`config.mk`:
```
export PLATFORM = sky130hd
export DESIGN_NAME = arbl2tlb_fifo2
export DESIGN_NICKNAME = d
export VERILOG_FILES = /design/src/rtl/arbl2tlb_fifo2.sv
export SDC_FILE = /design/constraint.sdc
export NUM_CORES = 1
export LEC_CHECK = 0
export CORE_MARGIN = 2
export CORE_UTILIZATION = 45
export CTS_CLUSTER_DIAMETER = 150
export DETAILED_ROUTE_END_ITERATION = 8
export PLACE_DENSITY = 0.75
export SKIP_LAST_GASP = 1
export SYNTH_ARGS = -nofsm -noshare
export SYNTH_HDL_FRONTEND = slang
export SYNTH_SLANG_ARGS = --single-unit
```
`constraint.sdc`:
```
create_clock -name clk -period 2 [get_ports clk]
set_clock_uncertainty 0.15 [all_clocks]
set_input_delay 0.4 -clock clk [delete_from_list [all_inputs] [get_ports clk]]
set_output_delay 0.4 -clock clk [all_outputs]
set_load 0.02 [all_outputs]
```
`src/rtl/arbl2tlb_fifo2.sv`:
```
// arbl2tlb_fifo2: 2-entry valid/retry FIFO; in_retry comes straight from the occupancy flop
module arbl2tlb_fifo2 #(
  parameter type T = logic [7:0]
) (
  input  logic clk,
  input  logic reset,
  input  logic in_valid,
  output logic in_retry,
  input  T     in_data,
  output logic out_valid,
  input  logic out_retry,
  output T     out_data
);
  T mem [2];
  logic [1:0] cnt_q;
  logic rd_q, wr_q, push, pop;
  assign in_retry = cnt_q == 2'd2;
  assign out_valid = cnt_q != 2'd0;
  assign out_data = mem[rd_q];
  assign push = in_valid && !in_retry;
  assign pop = out_valid && !out_retry;
  always_ff @(posedge clk) begin
    if (reset) begin
      cnt_q <= 2'd0;
      rd_q <= 1'b0;
      wr_q <= 1'b0;
    end else begin
      cnt_q <= cnt_q + {1'b0, push} - {1'b0, pop};
      rd_q <= rd_q ^ pop;
      wr_q <= wr_q ^ push;
    end
  end
  always_ff @(posedge clk)
    if (push) mem[wr_q] <= in_data;
endmodule

```
==> results of run 1 <==
[final timing paths]
kind | to | start
max | out_data[5] | rd_q$_SDFF_PP0_
min | wr_q$_SDFF_PP0_ | wr_q$_SDFF_PP0_
max reg2reg | cnt_q[1]$_SDFF_PP0_ | cnt_q[1]$_SDFF_PP0_
min reg2reg | wr_q$_SDFF_PP0_ | wr_q$_SDFF_PP0_
[synth_stat cells]
library cell / number / area share, %
sky130_fd_sc_hd__dfxtp_1: 4 / 9.9
sky130_fd_sc_hd__o21ba_2: 1 / 1.2
sky130_fd_sc_hd__nor2b_1: 2 / 1.5
sky130_fd_sc_hd__mux2_2: 8 / 11
sky130_fd_sc_hd__edfxtp_1: 16 / 59
sky130_fd_sc_hd__xnor3_1: 1 / 2.8
sky130_fd_sc_hd__inv_1: 3 / 1.4
sky130_fd_sc_hd__ha_1: 4 / 6.2
sky130_fd_sc_hd__buf_2: 1 / 0.62
sky130_fd_sc_hd__and2_1: 1 / 0.77
sky130_fd_sc_hd__nand2_1: 1 / 0.46
sky130_fd_sc_hd__nor2_1: 3 / 1.4
sky130_fd_sc_hd__or2b_1: 1 / 0.92
sky130_fd_sc_hd__mux2_4: 1 / 1.8
sky130_fd_sc_hd__or2_2: 1 / 0.77
[cells in the final DEF, fill, tap and decap left out]
cell / instances
sky130_fd_sc_hd__inv_1: 3
sky130_fd_sc_hd__clkinv_1: 1
sky130_fd_sc_hd__dfxtp_4: 1
sky130_fd_sc_hd__buf_4: 1
sky130_fd_sc_hd__or2_2: 1
sky130_fd_sc_hd__mux2_2: 8
sky130_fd_sc_hd__or2b_1: 1
sky130_fd_sc_hd__nor2_1: 3
sky130_fd_sc_hd__and2_1: 1
sky130_fd_sc_hd__edfxtp_1: 16
sky130_fd_sc_hd__o21ba_2: 1
sky130_fd_sc_hd__dlygate4sd2_1: 10
sky130_fd_sc_hd__ha_1: 4
sky130_fd_sc_hd__clkbuf_4: 3
sky130_fd_sc_hd__mux2_4: 1
sky130_fd_sc_hd__dfxtp_1: 3
sky130_fd_sc_hd__nand2_1: 1
sky130_fd_sc_hd__clkdlybuf4s50_1: 11
sky130_fd_sc_hd__xnor3_1: 1
sky130_fd_sc_hd__nor2b_1: 2
[what timing repair did]
item                                    4_1_cts  5_1_grt
endpoints found under the setup margin       10        0
hold endpoints to repair                      0        0
setup buffers                                 0        0
gates resized for setup                      12        0
[flip-flops by register name, indices dropped and copies added (netlist names)]
signal,cells
cnt_q,2
mem,16
rd_q,1
wr_q,1
[stage by stage]
stage | total power [mW] | area, sq um | utilization (%)
global placement | 1.06 | 1060 | 61.8
finish | 1.21 | 1070 | 62.9
floorplan | 0.878 | 812 | -
CTS | 1.23 | 1070 | 62.9
global route | 1.28 | 1070 | 62.9
detailed placement | 1.08 | 1060 | 61.8
[report_power, final]
group | internal, mW | switching (mW)
clock | 0.0726 | 0.120
combinational | 0.231 | 0.202
sequential | 0.536 | 0.0463
[final cells by class]
type / instances / area, sq um / area share, %
well taps: 25 / 31.3 / 2.91
clock buffers: 3 / 22.5 / 2.10
multi-input cells: 24 / 235 / 21.9
clock inverters: 1 / 3.75 / 0.350
flip-flops and latches: 20 / 564 / 52.6
repair buffers: 22 / 205 / 19.1
inverters: 3 / 11.3 / 1.05
[routing by layer]
metal / part of all wire [%] / routed length (um)
met1: 42 / 520
met2: 51 / 629
met4: 1.9 / 24
met5: 0 / 0
met3: 5.2 / 64
[worst max-delay path, delay by kind of cell, from the launching register on]
family | cells | cell delay, ns
muxes | 1 | 0.35
DFF | 1 | 0.43
buffers and inverters | 1 | 0.32
[cells by family after synthesis]
| group | Yosys count | synth area share, % |
|---|---|---|
| adders and majority gates | 4 | 6.16 |
| DFF | 20 | 69.0 |
| buffers and inverters | 4 | 2.00 |
| and+or+nand+nor | 9 | 5.86 |
| xor gates and xnor gates | 1 | 2.77 |
| AOI/OAI and AO/OA | 1 | 1.23 |
| muxes | 9 | 12.9 |
==> tab_implementation.tex, run 1 <==
\begin{tabular}{lr}
\hline
Metric & Value \\
\hline
\multicolumn{2}{l}{\textbf{Critical path}} \\
\quad Depth of the worst register-to-register path & 7 \\
\quad Critical path peak fanout & 10 \\
\quad Crit start category & flop \\
\quad FF-to-FF setup slack & 0.36 ns \\
\quad Data arrival at the endpoint of the critical path & 1.40 ns \\
\quad Data required, critical path & 1.45 ns \\
\quad Setup Crit Path Kind & reg2out \\
\quad Critical Path, Cell by Cell & mux2\_2 -> dlygate4sd2\_1 \\
\quad Stage delay of the slowest cell on the critical path & 0.43 ns \\
\quad Endpoint class of the critical path & output port \\
\quad Crit-path slowest cell & sky130\_fd\_sc\_hd\_\_dfxtp\_4 \\
\multicolumn{2}{l}{\textbf{Synth}} \\
\quad Synthesis-stage register bit count & 20 \\
\quad Synthesis Warnings & 0 \\
\quad Mapped Cells & 48 \\
\quad Fraction of the yosys area taken by sequential cells & 69.0\% \\
\quad Number of nets produced by synthesis & 64 \\
\quad Post-synthesis average cell area & 16.9 sq um \\
\quad Area of the mapped netlist & 812 sq um \\
\quad Number of distinct standard cells referenced by the synthesized netlist & 15 \\
\multicolumn{2}{l}{\textbf{STA}} \\
\quad Total Neg Setup Slack & 0 ns \\
\quad Total count of hold-check failures in the final report & 0 \\
\quad Worst max-slew margin expressed relative to the limit & between 70\% and 80\% \\
\quad Final count of pins violating max slew & 0 \\
\quad Share of the clock period used by the worst path after layout & 97.4\% \\
\quad Transition at the pin with the smallest max-transition slack & 0.406 ns \\
\quad Worst Slack Setup Final & 0.0525 ns \\
\quad Final setup violation count & 0 \\
\quad Max Fclk & around 510 MHz \\
\quad Clock period minus final worst setup slack & 1.95 ns \\
\quad Final hold slack & 0.424 ns \\
\quad RSZ-0062 raised after global routing & false \\
\multicolumn{2}{l}{\textbf{Cells and area}} \\
\quad Number of non-filler instances in the completed layout & 98 \\
\quad Relative area change from synthesis to final layout & 32.2\% \\
\quad Fillers & 130 \\
\quad Layout cell share with drive strength beyond 1 & 21.9\% \\
\quad Count of nets after finishing & 90 \\
\quad Number of inserted diodes & 0 \\
\multicolumn{2}{l}{\textbf{GRT}} \\
\quad Total global-route track usage & 14.6\% \\
\quad Grt peak-use layer & met2 \\
\quad Met1 capacity usage during global routing & 17.3\% \\
\quad Largest net degree at the start of global routing & 12 \\
\quad Number of antenna violations at the first check in global routing & 0 \\
\quad Global-route wire length before repair & 2060 um \\
\quad Met2 capacity usage during global routing & 23.3\% \\
\quad Global-route met3 utilization & 1.96\% \\
\quad Total congestion overflow after global routing & 0 \\
\quad Via count of the first global-routing pass & 464 \\
\multicolumn{2}{l}{\textbf{Clock network}} \\
\quad Source-to-sink clock delay at the later pin of the worst-skew pair & a little under 0.3 ns \\
\quad Sink Count & 20 \\
\quad Clock Root Buffer & sky130\_fd\_sc\_hd\_\_clkbuf\_4 \\
\quad Buffer depth of the longest clock path & 2 \\
\quad Count of hold buffers inserted by post-cts repair & 0 \\
\quad Clock-pin slew of the registers on the worst-case setup and hold paths & 0.11 ns \\
\quad TritonCTS clock tree & done \\
\quad Number of buffers created by CTS & 3 \\
\quad Number of levels in the clock H-tree & 1 \\
\multicolumn{2}{l}{\textbf{Place}} \\
\quad Weighted congestion reported at the end of routability-driven placement & 0.674 \\
\quad Number of I/O port buffers & 21 \\
\quad Place WS & -0.0347 ns \\
\quad HPWL after DPL & $\sim$900 um \\
\quad DP Cell Count & 94 \\
\multicolumn{2}{l}{\textbf{Pwr}} \\
\quad Power density over the cells & between 1000 and 1500 nW/um\^{}2 \\
\quad Leakage & 0.427 nW \\
\quad Peak supply drop & just over 600 uV \\
\multicolumn{2}{l}{\textbf{Floorplanning}} \\
\quad Number of rows in the core area & 15 \\
\quad Area of the core & around 1700 sq um \\
\quad Starting density of the core & between 40\% and 50\% \\
\quad Area of the die & 2160 sq um \\
\quad Die span in y & 46.5 um \\
\quad Top-level port count & 22 \\
\quad Die X & 46.5 um \\
\multicolumn{2}{l}{\textbf{Route}} \\
\quad DRC violations left & 0 \\
\quad Routed WL per cell & 12.6 um \\
\quad Per-cell via count in the routed design & 4.69 \\
\quad Violation count after the first detailed-routing iteration & 2 \\
\quad ANT nets after route & 0 \\
\quad Number of iterations in the first detailed-routing pass & 3 \\
\quad Via count & 460 \\
\quad Total Routed Length & 1240 um \\
\multicolumn{2}{l}{\textbf{Hold path}} \\
\quad Worst min-delay path category & reg2reg \\
\quad Count of cells along the worst hold path & 3 \\
\multicolumn{2}{l}{\textbf{Run status}} \\
\quad Status & complete, no violations \\
\multicolumn{2}{l}{\textbf{Flow run}} \\
\quad Max cap viols & 0 \\
\hline
\end{tabular}
Note: power is estimated with default switching activity, not from simulation.
==> run 2, diff against run 1 <==
- clock period: 2 -> 1.8 ns (I/O delays scaled with it)
==> run 2 against run 1 <==
Compared with the run above:
- critical path depth increased by 1
- cell count increased by 6.1%
- utilization increased by 2.7 points
- wire length increased by 9.0%
- critical endpoint is now out_data[7]
==> tab_implementation.tex, run 2 (synthesized netlist as in run 1, its figures left out) <==
\begin{tabular}{lr}
\hline
Metric & Value \\
\hline
\multicolumn{2}{l}{\textbf{Route}} \\
\quad ANT nets after route & 0 \\
\quad Detailed-routed wire length on met2 & 727 um \\
\quad Via count & 476 \\
\quad Violation count after the first detailed-routing iteration & 7 \\
\quad Routed WL per cell & 13.0 um \\
\quad Metal-1 WL & 531 um \\
\quad Total Routed Length & 1350 um \\
\quad Number of iterations in the first detailed-routing pass & 3 \\
\quad DRC violations left & 0 \\
\quad Met3 WL post-DR & around 70 um \\
\quad Top sig layer & met4 \\
\quad Per-cell via count in the routed design & 4.58 \\
\multicolumn{2}{l}{\textbf{STA}} \\
\quad Share of the clock period used by the worst path after layout & 98.3\% \\
\quad RSZ-0062 raised after global routing & true \\
\quad Total count of hold-check failures in the final report & 0 \\
\quad Worst max-slew margin expressed relative to the limit & 85.7\% \\
\quad Final setup violation count & 0 \\
\quad Final count of pins violating max slew & 0 \\
\quad Clock period minus final worst setup slack & $\sim$1.8 ns \\
\quad Final hold slack & 0.418 ns \\
\quad Max Fclk & 565 MHz \\
\quad Transition at the pin with the smallest max-transition slack & 0.216 ns \\
\multicolumn{2}{l}{\textbf{Pwr}} \\
\quad Sequential Power Share & 44.7\% \\
\quad Psw & 0.428 mW \\
\quad Peak supply drop & 715 uV \\
\quad Power density over the cells & 1280 nW/um\^{}2 \\
\quad Internal portion of total power & 1.00 mW \\
\quad Leakage & approximately 0.46 nW \\
\quad Clock group share of total power & 14.9\% \\
\quad Combinational group share of total power & just over 40\% \\
\quad Sw Share & 30.0\% \\
\multicolumn{2}{l}{\textbf{GRT}} \\
\quad Largest net degree at the start of global routing & 12 \\
\quad Global-route wire length before repair & 1790 um \\
\quad Number of antenna violations at the first check in global routing & 0 \\
\quad Via count of the first global-routing pass & between 400 and 500 \\
\quad Total global-route track usage & 12.9\% \\
\quad Total congestion overflow after global routing & 0 \\
\multicolumn{2}{l}{\textbf{Run status}} \\
\quad Status & complete, no violations \\
\multicolumn{2}{l}{\textbf{Critical path}} \\
\quad Worst Path Buf+Inv & 2 \\
\quad Data required, critical path & 1.29 ns \\
\quad Stage delay of the slowest cell on the critical path & 0.39 ns \\
\quad Crit start category & flop \\
\quad Setup Crit Path Kind & reg2out \\
\quad Endpoint class of the critical path & output port \\
\quad Critical Path, Cell by Cell & buf\_12 -> mux2\_2 -> clkbuf\_2 \\
\quad Crit-path slowest cell & sky130\_fd\_sc\_hd\_\_dfxtp\_4 \\
\quad Data arrival at the endpoint of the critical path & 1.26 ns \\
\quad CP top delay family & flip-flops \\
\quad Critical path peak fanout & 4 \\
\multicolumn{2}{l}{\textbf{Flow run}} \\
\quad Max cap viols & 0 \\
\multicolumn{2}{l}{\textbf{Cells and area}} \\
\quad Layout cell share with drive strength beyond 1 & roughly two fifths \\
\quad Count of nets after finishing & 96 \\
\quad Most frequent standard cell in the layout excluding fill and tap cells & sky130\_fd\_sc\_hd\_\_edfxtp\_1 \\
\quad Sequential cell area & 564 sq um \\
\quad Largest registers ranked by flip-flop count & mem x16, cnt\_q x2 \\
\quad Number of non-filler instances in the completed layout & 104 \\
\quad Post-route design area & 1120 sq um \\
\quad Number of inserted diodes & 0 \\
\quad Relative area change from synthesis to final layout & 37.9\% \\
\quad Multi-input logic area & roughly 240 sq um \\
\quad Most used cells in the layout excluding fill and tap cells & sky130\_fd\_sc\_hd\_\_edfxtp\_1 (16), sky130\_fd\_sc\_hd\_\_clkdlybuf4s50\_1 (11), sky130\_fd\_sc\_hd\_\_mux2\_2 (8), sky130\_fd\_sc\_hd\_\_clkbuf\_2 (6), sky130\_fd\_sc\_hd\_\_buf\_4 (5) \\
\quad Largest register FFs & 16 \\
\quad Top reg by flops & mem \\
\quad Fillers & between 100 and 150 \\
\multicolumn{2}{l}{\textbf{Place}} \\
\quad Post-DP Area & 1090 sq um \\
\quad Weighted congestion reported at the end of routability-driven placement & 0.623 \\
\quad Number of I/O port buffers & 21 \\
\quad HPWL after DPL & 981 um \\
\quad DP Cell Count & between 90 and 100 \\
\multicolumn{2}{l}{\textbf{Clock network}} \\
\quad Number of levels in the clock H-tree & 1 \\
\quad Sink Count & 20 \\
\quad Clock-pin slew of the registers on the worst-case setup and hold paths & around 0.10 ns \\
\quad Count of hold buffers inserted by post-cts repair & 0 \\
\quad Source-to-sink clock delay at the later pin of the worst-skew pair & roughly 0.28 ns \\
\quad Clock Root Buffer & sky130\_fd\_sc\_hd\_\_clkbuf\_4 \\
\quad Number of buffers created by CTS & 3 \\
\quad TritonCTS clock tree & done \\
\quad Buffer depth of the longest clock path & 2 \\
\multicolumn{2}{l}{\textbf{Floorplanning}} \\
\quad Area of the core & 1710 sq um \\
\quad Number of rows in the core area & 15 \\
\quad Area of the die & 2160 sq um \\
\quad Die X & 46.5 um \\
\quad Die span in y & about 46 um \\
\quad Starting density of the core & 47.5\% \\
\quad Top-level port count & 22 \\
\multicolumn{2}{l}{\textbf{Hold path}} \\
\quad Worst min-delay path category & reg2reg \\
\hline
\end{tabular}
-- run 2: stage by stage --
step | setup TNS, ns | setup slack [ns] | utilization [%] | total power [mW]
3_5_place_dp | -1.77 | -0.196 | 63.6 | 1.22
2_1_floorplan | 0 | 0.287 | - | 0.976
6_report | 0 | 0.0309 | 65.6 | 1.43
3_3_place_gp | -1.51 | -0.171 | 63.6 | 1.20
5_1_grt | -0.0754 | -0.0242 | 65.6 | 1.50
4_1_cts | -0.833 | -0.112 | 64.7 | 1.38
-- run 2: power groups by stage --
stage / Clock [mW] / Combinational [mW] / Sequential (mW)
floorplan: 0 / 0.353 / 0.623
global route: 0.233 / 0.616 / 0.647
detailed placement: 0 / 0.566 / 0.656
finish: 0.213 / 0.577 / 0.638
CTS: 0.217 / 0.514 / 0.649
global placement: 0 / 0.554 / 0.650
-- run 2: final cells by class --
class                   instances  area share [%]
well taps                      25            2.79
flip-flops and latches         20            50.4
multi-input cells              24            21.0
repair buffers                 28            22.5
inverters                       3            1.01
clock buffers                   4            2.35
-- run 2: worst register-to-register path: stages (launching register included) --
cell                      delay (ns)
sky130_fd_sc_hd__dfxtp_1        0.39
sky130_fd_sc_hd__or2b_1         0.26
sky130_fd_sc_hd__nand2_1        0.08
sky130_fd_sc_hd__ha_1           0.22
sky130_fd_sc_hd__inv_1          0.07
sky130_fd_sc_hd__ha_1           0.14
sky130_fd_sc_hd__xnor3_1        0.20
sky130_fd_sc_hd__nor2_1         0.08
-- run 2: worst paths after layout --
kind / start / endpoint / slack (ns) / cells past startpoint
worst min-delay path: wr_q$_SDFF_PP0_ / wr_q$_SDFF_PP0_ / 0.42 / 3
worst max register to register: cnt_q[1]$_SDFF_PP0_ / cnt_q[1]$_SDFF_PP0_ / 0.16 / 7
worst max-delay path: rd_q$_SDFF_PP0_ / out_data[7] / 0.03 / 3
worst min register to register: wr_q$_SDFF_PP0_ / wr_q$_SDFF_PP0_ / 0.42 / 3
-- run 2: metal layers --
metal / track usage [%] / up-vias
met5: 0 / -
met4: 10.3 / 0
met3: 3.14 / 2
met2: 22.8 / 11
met1: 12.5 / 229
li1: - / 234
-- run 2: timing repair --
item	CTS	global route
endpoints found under the setup margin	10	9
hold endpoints to repair	0	0
gates cloned	0	0
buffers inserted	0	2
resized for setup	13	29
==> run 3, diff against run 2 <==
- CTS_CLUSTER_DIAMETER: 150 -> not set
- REMOVE_ABC_BUFFERS: not set -> 1
- SLEW_MARGIN: not set -> 25
==> run 3 against run 2 <==
Compared with the run above:
- the flow now finishes with violations (setup timing)
- cell area up 2.3%
- die area stayed put
- non-clock buffer count decreased by 1
- largest power group unchanged
- global-route usage increased by 1.6 points
- utilization is 1.5 points higher
- highest routed layer unchanged
==> tab_implementation.tex, run 3 (synthesized netlist as in run 1, its figures left out) <==
\begin{tabular}{lr}
\hline
Metric & Value \\
\hline
\multicolumn{2}{l}{\textbf{Critical path}} \\
\quad CP top delay family & flip-flops \\
\quad Critical path peak fanout & 5 \\
\quad Crit-path slowest cell & sky130\_fd\_sc\_hd\_\_dfxtp\_4 \\
\quad Stage delay of the slowest cell on the critical path & 0.39 ns \\
\quad FF-to-FF setup slack & 0.18 ns \\
\quad Setup Crit Path Kind & reg2out \\
\quad Crit start category & flop \\
\quad CP Launch Point & rd\_q\$\_SDFF\_PP0\_ \\
\quad Data required, critical path & 1.29 ns \\
\quad Worst Path Buf+Inv & 1 \\
\quad Critical Path, Cell by Cell & mux2\_2 -> clkdlybuf4s15\_1 \\
\quad Endpoint of the lowest-slack register-to-register path & cnt\_q[1]\$\_SDFF\_PP0\_ \\
\quad Worst r2r src & cnt\_q[1]\$\_SDFF\_PP0\_ \\
\quad Depth of the worst register-to-register path & 7 \\
\quad Data arrival at the endpoint of the critical path & $\sim$1.3 ns \\
\quad Number of stages on the worst setup path & 2 \\
\quad CP Capture Point & out\_data[1] \\
\quad Endpoint class of the critical path & output port \\
\multicolumn{2}{l}{\textbf{Route}} \\
\quad Per-cell via count in the routed design & approximately 4.7 \\
\quad Via count & 479 \\
\quad Violation count after the first detailed-routing iteration & 12 \\
\quad Total Routed Length & 1360 um \\
\quad DRC violations left & 0 \\
\quad Metal-1 WL & 565 um \\
\quad Number of iterations in the first detailed-routing pass & 4 \\
\quad Top sig layer & met4 \\
\quad Routed WL per cell & between 10 and 15 um \\
\quad ANT nets after route & 0 \\
\quad Detailed-routed wire length on met2 & roughly 730 um \\
\quad Met3 WL post-DR & 43 um \\
\multicolumn{2}{l}{\textbf{STA}} \\
\quad Clock period minus final worst setup slack & 1.81 ns \\
\quad Max Fclk & 553 MHz \\
\quad Share of the clock period used by the worst path after layout & 100\% \\
\quad Transition at the pin with the smallest max-transition slack & 0.199 ns \\
\quad Final count of pins violating max slew & 0 \\
\quad RSZ-0062 raised after global routing & true \\
\quad Final hold slack & 0.416 ns \\
\quad Final setup violation count & 1 \\
\quad Worst max-slew margin expressed relative to the limit & 86.7\% \\
\quad Total count of hold-check failures in the final report & 0 \\
\quad Worst Slack Setup Final & -0.00706 ns \\
\multicolumn{2}{l}{\textbf{Floorplanning}} \\
\quad Area of the core & 1710 sq um \\
\quad Starting density of the core & 47.5\% \\
\quad Top-level port count & 22 \\
\quad Area of the die & 2160 sq um \\
\quad Die span in y & 46.5 um \\
\quad Die X & roughly 46 um \\
\quad Number of rows in the core area & 15 \\
\multicolumn{2}{l}{\textbf{Flow run}} \\
\quad Max cap viols & 0 \\
\multicolumn{2}{l}{\textbf{Cells and area}} \\
\quad Count of nets after finishing & 95 \\
\quad Number of non-filler instances in the completed layout & 103 \\
\quad Fillers & 127 \\
\quad Number of inserted diodes & 0 \\
\quad Most frequent standard cell in the layout excluding fill and tap cells & sky130\_fd\_sc\_hd\_\_edfxtp\_1 \\
\quad Layout cell share with drive strength beyond 1 & 38.5\% \\
\quad Largest registers ranked by flip-flop count & mem x16, cnt\_q x2 \\
\quad Most used cells in the layout excluding fill and tap cells & sky130\_fd\_sc\_hd\_\_edfxtp\_1 (16), sky130\_fd\_sc\_hd\_\_clkdlybuf4s50\_1 (11), sky130\_fd\_sc\_hd\_\_mux2\_2 (5) \\
\quad Largest register FFs & 16 \\
\quad Top reg by flops & mem \\
\quad Relative area change from synthesis to final layout & 41.1\% \\
\multicolumn{2}{l}{\textbf{GRT}} \\
\quad Largest net degree at the start of global routing & 12 \\
\quad Total global-route track usage & 14.4\% \\
\quad Number of antenna violations at the first check in global routing & 0 \\
\quad Via count of the first global-routing pass & $\sim$450 \\
\quad Global-route wire length before repair & around 2000 um \\
\quad Total congestion overflow after global routing & 0 \\
\multicolumn{2}{l}{\textbf{Clock network}} \\
\quad Source-to-sink clock delay at the later pin of the worst-skew pair & 0.29 ns \\
\quad Sink Count & 20 \\
\quad Number of levels in the clock H-tree & 1 \\
\quad Number of buffers created by CTS & 3 \\
\quad Clock Root Buffer & sky130\_fd\_sc\_hd\_\_clkbuf\_4 \\
\quad TritonCTS clock tree & done \\
\quad Count of hold buffers inserted by post-cts repair & 0 \\
\quad Buffer depth of the longest clock path & 2 \\
\quad Clock-pin slew of the registers on the worst-case setup and hold paths & approximately 0.1 ns \\
\multicolumn{2}{l}{\textbf{Pwr}} \\
\quad Peak supply drop & 741 uV \\
\quad Post-route total power & 1.46 mW \\
\quad Power density over the cells & 1270 nW/um\^{}2 \\
\quad Leakage & 0.465 nW \\
\multicolumn{2}{l}{\textbf{Place}} \\
\quad Weighted congestion reported at the end of routability-driven placement & 0.637 \\
\quad DP Cell Count & 96 \\
\quad Place WS & -0.184 ns \\
\quad HPWL after DPL & 964 um \\
\quad Number of I/O port buffers & 21 \\
\multicolumn{2}{l}{\textbf{Run status}} \\
\quad Status & finished with violations \\
\quad Violations in the final reports & setup timing \\
\multicolumn{2}{l}{\textbf{Hold path}} \\
\quad Worst min-delay path category & reg2reg \\
\hline
\end{tabular}
run 3: cell type report:
class / count / area, sq um / area share [%]
flip-flops and latches: 20 / 568 / 49.6
repair buffers: 27 / 263 / 22.9
multi-input cells: 24 / 246 / 21.5
well taps: 25 / 31.3 / 2.73
clock buffers: 4 / 26.3 / 2.29
inverters: 3 / 11.3 / 0.983
run 3: what timing repair did:
item,in CTS,in global routing
setup buffers,0,3
setup endpoints to repair,10,10
gates resized for setup,14,34
run 3: worst min path at each step:
stage | start | endpoint | slack, ns | cells past startpoint
after floorplan | reset | wr_q$_SDFF_PP0_ | 0.28 | 1
after global placement | wr_q$_SDFF_PP0_ | wr_q$_SDFF_PP0_ | 0.39 | 3
after detailed placement | wr_q$_SDFF_PP0_ | wr_q$_SDFF_PP0_ | 0.41 | 3
after CTS | wr_q$_SDFF_PP0_ | wr_q$_SDFF_PP0_ | 0.42 | 3
after global routing | wr_q$_SDFF_PP0_ | wr_q$_SDFF_PP0_ | 0.46 | 3
final | wr_q$_SDFF_PP0_ | wr_q$_SDFF_PP0_ | 0.42 | 3
run 3: tightest hold or removal path: stages, from the launching register on:
cell and delay (ns):
sky130_fd_sc_hd__dfxtp_1 0.33, sky130_fd_sc_hd__inv_1 0.06, sky130_fd_sc_hd__ha_1 0.12, sky130_fd_sc_hd__nor2_1 0.04
run 3: where the power goes:
group | total [mW] | switching [mW] | internal [mW]
Clock | 0.207 | 0.121 | 0.0860
Combinational | 0.603 | 0.261 | 0.342
Sequential | 0.645 | 0.0449 | 0.600
run 3: per-stage QoR:
step / instance area, sq um / TNS (ns) / utilization (%)
4_1_cts: 1120 / -0.858 / 65.3
3_5_place_dp: 1100 / -1.65 / 64.2
5_1_grt: 1150 / -0.164 / 67.1
6_report: 1150 / -0.00706 / 67.1
3_3_place_gp: 1100 / -1.67 / 64.2
2_1_floorplan: 807 / 0 / -
run 3: per-layer routing:
| layer | vias up | GRT usage, % |
|---|---|---|
| li1 | 234 | - |
| met1 | 230 | 17.0 |
| met2 | 13 | 22.5 |
| met3 | 2 | 3.92 |
| met4 | 0 | 10.3 |
| met5 | - | 0 |
